[src/rtl/freq_ctl_pkg.sv]
// Shared types and constants for the front-panel frequency controller.
package freq_ctl_pkg;

  typedef logic [11:0] freq_word_t;

  typedef enum logic [1:0] {
    ST_IDLE   = 2'd0,
    ST_HOLD   = 2'd1,
    ST_REPEAT = 2'd2
  } dir_state_e;

  typedef enum logic [1:0] {
    STEP_1    = 2'd0,
    STEP_10   = 2'd1,
    STEP_100  = 2'd2,
    STEP_1000 = 2'd3
  } step_sel_e;

  localparam freq_word_t STEP_VAL [4] = '{12'd1, 12'd10, 12'd100, 12'd1000};

  function automatic freq_word_t step_value(input logic [1:0] sel);
    return STEP_VAL[sel];
  endfunction

endpackage

[src/rtl/key_debounce.sv]
// Two-flop synchronizer plus stability counter for one raw push-button.
module key_debounce #(
  parameter int DEBOUNCE_CYCLES = 1_000_000
) (
  input  logic clk,
  input  logic rst,
  input  logic key,
  output logic level,
  output logic rise
);

  localparam int CNT_W = (DEBOUNCE_CYCLES < 2) ? 1 : $clog2(DEBOUNCE_CYCLES + 1);

  logic             sync_p0;
  logic             sync_p1;
  logic [CNT_W-1:0] cnt;

  // sync_p0/sync_p1 are the metastability stages; level only moves after
  // sync_p1 has disagreed with it for DEBOUNCE_CYCLES consecutive cycles.
  always_ff @(posedge clk) begin
    if (rst) begin
      sync_p0 <= 1'b0;
      sync_p1 <= 1'b0;
      cnt     <= '0;
      level   <= 1'b0;
      rise    <= 1'b0;
    end else begin
      sync_p0 <= key;
      sync_p1 <= sync_p0;
      rise    <= 1'b0;
      if (sync_p1 == level) begin
        cnt <= '0;
      end else if (cnt == CNT_W'(DEBOUNCE_CYCLES - 1)) begin
        cnt   <= '0;
        level <= sync_p1;
        rise  <= sync_p1;
      end else begin
        cnt <= cnt + 1'b1;
      end
    end
  end

endmodule

[src/rtl/freq_ctl_ctrl.sv]
// Front-panel controller stepping the DDS frequency word with debounced keys.
// Hold-to-repeat is built only when FREQ_CTL_REPEAT_EN is defined.
module freq_ctl_ctrl
  import freq_ctl_pkg::*;
#(
  parameter int DEBOUNCE_CYCLES = 1_000_000,
  parameter int REPEAT_DELAY    = 50_000_000,
  parameter int REPEAT_RATE     = 10_000_000,
  parameter int FREQ_MIN        = 1,
  parameter int FREQ_MAX        = 4095,
  parameter int FREQ_RESET      = 1000
) (
  input  logic        clk,
  input  logic        rst,
  input  logic        key_up,
  input  logic        key_down,
  input  logic        key_step,
  output logic [11:0] freq_ctl,
  output logic [1:0]  step_sel,
  output logic        update
);

  function automatic freq_word_t sat_up(input freq_word_t f, input freq_word_t s);
    logic [12:0] sum;
    sum = {1'b0, f} + {1'b0, s};
    if (sum > 13'(FREQ_MAX)) return freq_word_t'(FREQ_MAX);
    return sum[11:0];
  endfunction

  // Compare before subtracting so the result never wraps below zero.
  function automatic freq_word_t sat_down(input freq_word_t f, input freq_word_t s);
    if ({1'b0, f} < 13'(FREQ_MIN) + {1'b0, s}) return freq_word_t'(FREQ_MIN);
    return f - s;
  endfunction

  logic up_lvl, up_rise;
  logic dn_lvl, dn_rise;
  logic st_rise;

  key_debounce #(.DEBOUNCE_CYCLES(DEBOUNCE_CYCLES)) u_key_up (
    .clk  (clk),
    .rst  (rst),
    .key  (key_up),
    .level(up_lvl),
    .rise (up_rise)
  );

  key_debounce #(.DEBOUNCE_CYCLES(DEBOUNCE_CYCLES)) u_key_down (
    .clk  (clk),
    .rst  (rst),
    .key  (key_down),
    .level(dn_lvl),
    .rise (dn_rise)
  );

  key_debounce #(.DEBOUNCE_CYCLES(DEBOUNCE_CYCLES)) u_key_step (
    .clk  (clk),
    .rst  (rst),
    .key  (key_step),
    .level(),
    .rise (st_rise)
  );

  dir_state_e state, state_next;
  logic       dir_up, dir_up_next;
  logic       apply, apply_up;
  logic       both, dir_lvl;
  freq_word_t freq_next;

  assign both    = up_lvl & dn_lvl;
  assign dir_lvl = dir_up ? up_lvl : dn_lvl;

`ifdef FREQ_CTL_REPEAT_EN
  localparam int TMR_MAX = (REPEAT_DELAY > REPEAT_RATE) ? REPEAT_DELAY : REPEAT_RATE;
  localparam int TMR_W   = (TMR_MAX < 2) ? 1 : $clog2(TMR_MAX + 1);

  logic [TMR_W-1:0] timer;
  logic             timer_clr;

  always_ff @(posedge clk) begin
    if (rst || timer_clr) timer <= '0;
    else                  timer <= timer + 1'b1;
  end
`endif

  always_comb begin
    state_next  = state;
    dir_up_next = dir_up;
    apply       = 1'b0;
    apply_up    = dir_up;
`ifdef FREQ_CTL_REPEAT_EN
    timer_clr   = 1'b0;
`endif
    case (state)
      ST_IDLE: begin
`ifdef FREQ_CTL_REPEAT_EN
        timer_clr = 1'b1;
`endif
        // A rise with the other key already down is a both-pressed case.
        if (!both && (up_rise || dn_rise)) begin
          apply       = 1'b1;
          apply_up    = up_rise;
          dir_up_next = up_rise;
          state_next  = ST_HOLD;
        end
      end
      ST_HOLD: begin
        if (both || !dir_lvl) begin
          state_next = ST_IDLE;
`ifdef FREQ_CTL_REPEAT_EN
        end else if (timer == TMR_W'(REPEAT_DELAY - 1)) begin
          apply      = 1'b1;
          timer_clr  = 1'b1;
          state_next = ST_REPEAT;
`endif
        end
      end
`ifdef FREQ_CTL_REPEAT_EN
      ST_REPEAT: begin
        if (both || !dir_lvl) begin
          state_next = ST_IDLE;
        end else if (timer == TMR_W'(REPEAT_RATE - 1)) begin
          apply     = 1'b1;
          timer_clr = 1'b1;
        end
      end
`endif
      default: state_next = ST_IDLE;
    endcase
  end

  always_comb begin
    freq_next = freq_ctl;
    if (apply_up) freq_next = sat_up(freq_ctl, step_value(step_sel));
    else          freq_next = sat_down(freq_ctl, step_value(step_sel));
  end

  // Registered outputs: word, step selection and change strobe.
  always_ff @(posedge clk) begin
    if (rst) begin
      state    <= ST_IDLE;
      dir_up   <= 1'b0;
      freq_ctl <= freq_word_t'(FREQ_RESET);
      step_sel <= STEP_1;
      update   <= 1'b0;
    end else begin
      state    <= state_next;
      dir_up   <= dir_up_next;
      update   <= apply && (freq_next != freq_ctl);
      if (apply) freq_ctl <= freq_next;
      if (st_rise) step_sel <= step_sel + 2'd1;
    end
  end

endmodule

[config.mk]
export PLATFORM = sky130hd
export DESIGN_NAME = freq_ctl_ctrl
export DESIGN_NICKNAME = d
export VERILOG_FILES = /design/src/rtl/freq_ctl_pkg.sv /design/src/rtl/key_debounce.sv /design/src/rtl/freq_ctl_ctrl.sv
export SDC_FILE = /design/constraint.sdc
export NUM_CORES = 1
export LEC_CHECK = 0
export CAP_MARGIN = 10
export CORE_MARGIN = 2
export CORE_UTILIZATION = 65
export DETAILED_ROUTE_END_ITERATION = 12
export PLACE_DENSITY = 0.84
export SYNTH_ARGS = -nofsm -noshare
export SYNTH_HDL_FRONTEND = slang
export SYNTH_SLANG_ARGS = --single-unit
[constraint.sdc]
create_clock -name clk -period 8.5 [get_ports clk]
set_input_delay 1.7 -clock clk [delete_from_list [all_inputs] [get_ports clk]]
set_output_delay 1.7 -clock clk [all_outputs]
set_load 0.01 [all_outputs]
# Yosys cells after proc, flatten, opt, wreduce, memory -nomap -nowiden
# Index checks and enable logic that the tools add are counted.
[totals]
regBits = 90
latchBits = 0
mem_bits_rw = 0
mem_bits_ro = 0
in_bits = 5
out_inout_bits = 15
word_cells = 85
n_memories = 0
[classes]
add_sub_neg = 7
n_mul = 0
div_mod_pow = 0
magnitude_cmp = 3
n_eq_ne = 10
shift = 0
n_mux = 20
bitwise_logic = 8
reduce_logical = 17
[ops]
columns = ["operator", "count"]
rows = [
  ["2-to-1 mux 12 bit", 7],
  ["adder 20 x 1 -> 20 bit (second input constant)", 3],
  ["== test 20 bit (second input constant)", 3],
  ["binary-select mux 12 bit (select 2 bit)", 1],
  ["OR reduction 3 bit", 6],
  ["adder 1 x 12 -> 13 bit (first input constant)", 1],
  ["adder 12 x 12 -> 13 bit", 1],
  ["greater-than comparator 13 x 12 -> 1 bit (second input constant)", 1],
  ["< comparator 12 x 13 -> 1 bit", 1],
  ["!= test 12 bit", 1],
  ["subtractor 12 bit", 1],
  ["2-to-1 mux 1 bit", 9],
  ["AND reduction 2 bit", 4],
  ["NOT 1 bit", 6],
  ["2-to-1 mux 2 bit", 2],
  ["!= test 2 bit (second input constant)", 2],
  ["case mux 2 bit (2 select lines)", 1],
  ["== test 1 bit", 3],
  [">= comparator 3 bit (second input constant)", 1],
  ["NOT 2 -> 3 bit", 1],
  ["adder 2 x 1 -> 2 bit (second input constant)", 1],
  ["== test 2 x 1 -> 1 bit (second input constant)", 1],
  ["logical AND 1 bit", 2],
  ["logical NOT 1 bit", 2],
  ["other kinds (3)", 4],
]

# Logic depth before layout (Yosys ltp)
[depth]
word_depth = 12
depth_mapped = 15

# By module
# From an unflattened synthesis, not the netlist that was laid out.
[hier_totals]
cells_unflattened = 683
hier_area_um2 = 5622.9
[by_module_without_submodules]
columns = ["module", "n_inst", "cells_each", "area_per_inst_um2", "seq_area_each_um2"]
rows = [
  ["key_debounce", 3, 123, 1079.8, 480.5],
  ["freq_ctl_ctrl", 1, 314, 2383.5, 340.3],
]

# Least setup slack after synthesis
# No wires, ideal clock.
[synth_timing]
kind = "reg2reg"
from = "register step_sel[1]"
to = "register update"
setup_ps = 120
t_arrival_ps = 3341
path_slack_ps = 5039
stages_incl_launch_ff = 16
period_less_slack_ps = 3461
path_cell_list = "dfxtp_1 -> inv_1 -> ha_1 -> inv_1 -> ha_1 -> inv_1 -> ha_1 -> a21oi_1 -> or4_4 -> a211oi_4 -> a2111oi_0 -> nor4_2 -> xor2_1 -> nor4_2 -> nand4_1 -> o31a_1"
[synth_between]
elab_chain_len = 12
[synth_lines]
columns = ["item", "line", "text"]
rows = [
  ["from (decl)", "freq_ctl_ctrl.sv:19", "output logic [1:0] step_sel,"],
  ["from (signal assigned)", "freq_ctl_ctrl.sv:151", "if (st_rise) step_sel <= step_sel + 2'd1;"],
  ["NOT 2 -> 3 bit (implied by the code) *", "freq_ctl_pkg.sv:22", "return STEP_VAL[sel];"],
  ["binary-select mux 12 bit (select 2 bit) *", "freq_ctl_pkg.sv:22", ""],
  ["2-to-1 mux 12 bit (implied by the code) * (2 in a row)", "freq_ctl_pkg.sv:22", ""],
  ["adder 1 x 12 -> 13 bit or adder 12 x 12 -> 13 bit (tied branches)", "freq_ctl_ctrl.sv:32, freq_ctl_ctrl.sv:25", ""],
  ["< comparator 12 x 13 -> 1 bit or greater-than comparator 13 x 12 -> 1 bit (tied branches)", "freq_ctl_ctrl.sv:32, freq_ctl_ctrl.sv:26", ""],
  ["2-to-1 mux 1 bit (on tied branches)", "freq_ctl_ctrl.sv:32, freq_ctl_ctrl.sv:26", ""],
  ["2-to-1 mux 1 bit", "freq_ctl_ctrl.sv:134", "if (apply_up) freq_next = sat_up(freq_ctl, step_value(step_sel));"],
  ["2-to-1 mux 12 bit (on tied branches)", "freq_ctl_ctrl.sv:33, freq_ctl_ctrl.sv:27", ""],
  ["2-to-1 mux 12 bit *", "freq_ctl_ctrl.sv:134", ""],
  ["!= test 12 bit *", "freq_ctl_ctrl.sv:149", "update <= apply && (freq_next != freq_ctl);"],
  ["logical AND 1 bit *", "freq_ctl_ctrl.sv:149", ""],
  ["to (signal assigned)", "freq_ctl_ctrl.sv:149", ""],
  ["to (decl)", "freq_ctl_ctrl.sv:20", "output logic update"],
]
# Mark *: on every way between the ends. The rest lies on a longest branch, timed or not. The select of a mux whose other input is x is not followed.
# A chain may end at the register's enable or synchronous reset.

# Worst setup path after layout
# Same ends and word-level chain as after synthesis.

==> metrics.md <==
| Metric | Value |
|---|---|
| Register area share after synthesis | `34.6%` |
| Final Non-Filler Cells | `735` |
| Initial antenna violation count | `0` |
| Port bufs | `19` |
| VDD IR-drop max | `0.195 mV` |
| Routed Antenna Nets | `0` |
| HP Class | `reg -> reg` |
| Top cells by area, synth | `dfxtp_1 35%, ha_1 7.8%, nor2_1 7.5%, xor2_1 5.4%, xnor2_1 5.3%` |
| CTS resizes | `0` |
| Asr flop ratio synth | `0%` |
| Clk pin slew, worst setup/hold paths | `0.10 ns` |
| Yosys top cell area share | `34.6%` |
| Root buffer cell | `clkbuf_8` |
| Drt wl/cell | `15.5 um` |
| Vias in the first global route | `4,280` |
| WP data required | `8.76 ns` |
| Unique masters post-synth | `67` |
| Hold path depth | `1` |
| Fmax | `258 MHz` |
| Htree depth | `3` |
| Main synth FF type | `dfxtp_1` |
| Post-Syn Area per Cell | `8.33 um2` |
| Ys Warns | `0` |
| Via density | `6.16` |
| WL final | `11.4 mm` |
| Area leader, netlist | `dfxtp_1` |
| Clk_skew | `0.0131 ns` |
| Initial Utilization | `66.9%` |
| Worst Path Max Fanout | `8` |
| Reg2reg start | `step_sel[1]` |
| Core Footprint | `7690 um2` |
| Crit. End Element | `register` |
| Die height | `93.0 um` |
| Hold-fix buffers, CTS | `0` |
| Critical R2R Capture | `update` |
| Transition time of the tightest slew-check pin | `0.965 ns` |
| Proportion of layout cells with a drive suffix above 1 | `5.69%` |
| Min-delay src | `u_key_down.sync_p0` |
| Inserted Diodes | `0` |
| Status | `completed` |
| Startpoint types | `register` |
| Final nets | `666` |
| RSZ-0062 raised after global routing | `false` |
| Slew HR | `35.2%` |
| Die Wd | `93.0 um` |
| Hold path endpoint | `u_key_down.sync_p1` |
| Leakage | `1.99 nW` |
| Max-Cap Viols | `0` |
| Die area | `8650 um2` |
| Critical path arrival | `4.14 ns` |
| Dpl hpwl | `8.22 mm` |
| Post-Syn Instances | `618` |
| PD cells | `137 nW/um2` |
| CTS tree | `yes` |
| Final period utilization | `45.6%` |
| Grt total ovfl | `0` |
| Reg2reg path depth | `15` |
| Setup Fix Bufs, Post-CTS | `0` |
| Row count | `32` |
| Final setup TNS | `0 ns` |
| WHS | `0.449 ns` |
| Area grow syn2layout | `9.14%` |
| RePlAce Congestion | `0.995` |
| Iter 0 DRT Violations | `324` |
| Yosys reg bits | `89` |
| Final Slew Violations | `0` |
| Final Hold Fails | `0` |
| Synthesized net count | `656` |
| CTS Buf Count | `9` |
| Cells after DPL | `719` |
| R2r setup slk | `4.62 ns` |
| Post-synth EDFFs | `0` |
| Drt pass-1 iters | `6` |
| Final setup viols | `0` |
| Area of the mapped netlist | `5150 um2` |
| Most instantiated library cell after synthesis | `nor2_1` |
| Fin util | `73.1%` |
| Num ports | `20` |
| Commonest cells post-synth | `103 x nor2_1, 89 x dfxtp_1, 37 x nand2_1, 36 x nand3_1` |
| Crit path kind | `reg -> reg` |
| Clock Sinks | `89` |
| First-pass GRT wire length | `19.6 mm` |
| Clock buffer depth | `2` |
| Final Critical Period | `3.88 ns` |
| Total track usage | `27.9%` |
| Pin count of the biggest net entering global routing | `33` |
| Post-route DRC | `0` |
| DR vias | `4,530` |
| Clk Latency, worst-skew pair | `0.36 ns` |
-- flip-flops by register name, summed over array words and instances, names as in the netlist --
| name | cells |
|---|---|
| u_key_step.rise | 1 |
| u_key_down.sync_p1 | 1 |
| state | 1 |
| u_key_down.cnt | 20 |
| u_key_step.sync_p0 | 1 |
| u_key_up.sync_p0 | 1 |
| u_key_up.rise | 1 |
| dir_up | 1 |
| update | 1 |
| u_key_up.cnt | 20 |
| freq_ctl | 12 |
| u_key_down.level | 1 |
| u_key_up.level | 1 |
| u_key_step.level | 1 |
| u_key_step.sync_p1 | 1 |
| u_key_down.rise | 1 |
| u_key_up.sync_p1 | 1 |
| u_key_step.cnt | 20 |
| u_key_down.sync_p0 | 1 |
| step_sel | 2 |
-- power breakdown --
group	switching (mW)	total (mW)	leakage (nW)	internal, mW
registers	0.00107	0.419	0.718	0.418
logic	0.00521	0.00890	1.16	0.00369
clock network	0.168	0.340	0.114	0.172
total	0.174	0.768	1.99	0.594
-- layer usage --
layer | track usage (%) | wire length (um) | vias up
li1 | - | - | 2199
met1 | 37.0 | 5130 | 2125
met2 | 46.3 | 5340 | 176
met3 | 5.48 | 686 | 30
met4 | 8.09 | 242 | 0
met5 | 0 | 0 | -
-- critical path, cell delays in order (launching register included) --
cell       delay [ns]
dfxtp_1          0.48
inv_1            0.18
ha_1             0.24
inv_1            0.10
ha_1             0.26
inv_1            0.07
ha_1             0.15
a21oi_1          0.07
or4_4            0.54
a211oi_4         0.30
a2111oi_0        0.14
nor4_2           0.44
xor2_1           0.14
nor4_2           0.22
nand4_1          0.13
o31a_1           0.31
-- how the worst max path moves through the flow --
stage                            from      to  slack (ns)  depth (start not counted)
final                     step_sel[1]  update        4.62                         15
after global routing      step_sel[1]  update        4.39                         15
after CTS                 step_sel[1]  update        4.66                         15
after detailed placement  step_sel[1]  update        4.69                         15
after global placement    step_sel[1]  update        4.81                         15
after floorplan           step_sel[1]  update        5.04                         15
-- metrics by stage --
step | total power, mW | setup slack, ns | cell area [um2]
global placement | 0.438 | 4.81 | 5390
global route | 0.789 | 4.39 | 5620
CTS | 0.772 | 4.66 | 5620
finish | 0.768 | 4.62 | 5620
floorplan | 0.435 | 5.04 | 5150
detailed placement | 0.438 | 4.69 | 5390
-- cells in the final DEF, fill, tap and decap left out, drive strengths merged, types with 13 or more instances in the layout --
cell and count:
xor2 32, nand2 37, nand4 13, nand3 36, ha 32, dfxtp 89
nor2 103, o21ai 23, a21oi 24, clkdlybuf4s50 19, xnor2 31, and3 21
inv 28
-- final cells by class --
type	count	area (um2)
Multi-Input combinational cell	483	3180
Fill cell	602	2070
Sequential cell	89	1780
Timing Repair Buffer	21	205
Tap cell	102	128
Clock buffer	9	124
Clock inverter	7	108
Inverter	24	90.1
-- kinds of logic (layout without fill, tap and decap cells) --
group	after synthesis	after routing	share of synthesized area (%)
flops	89	89	34.6
compound gates	100	100	14.1
xor+xnor	63	63	10.7
simple gates	280	280	27.4
mux	7	7	1.36
buf+inv	46	61	3.57
fa+ha+maj	33	33	8.17
(Power assumes the default switching activity.)
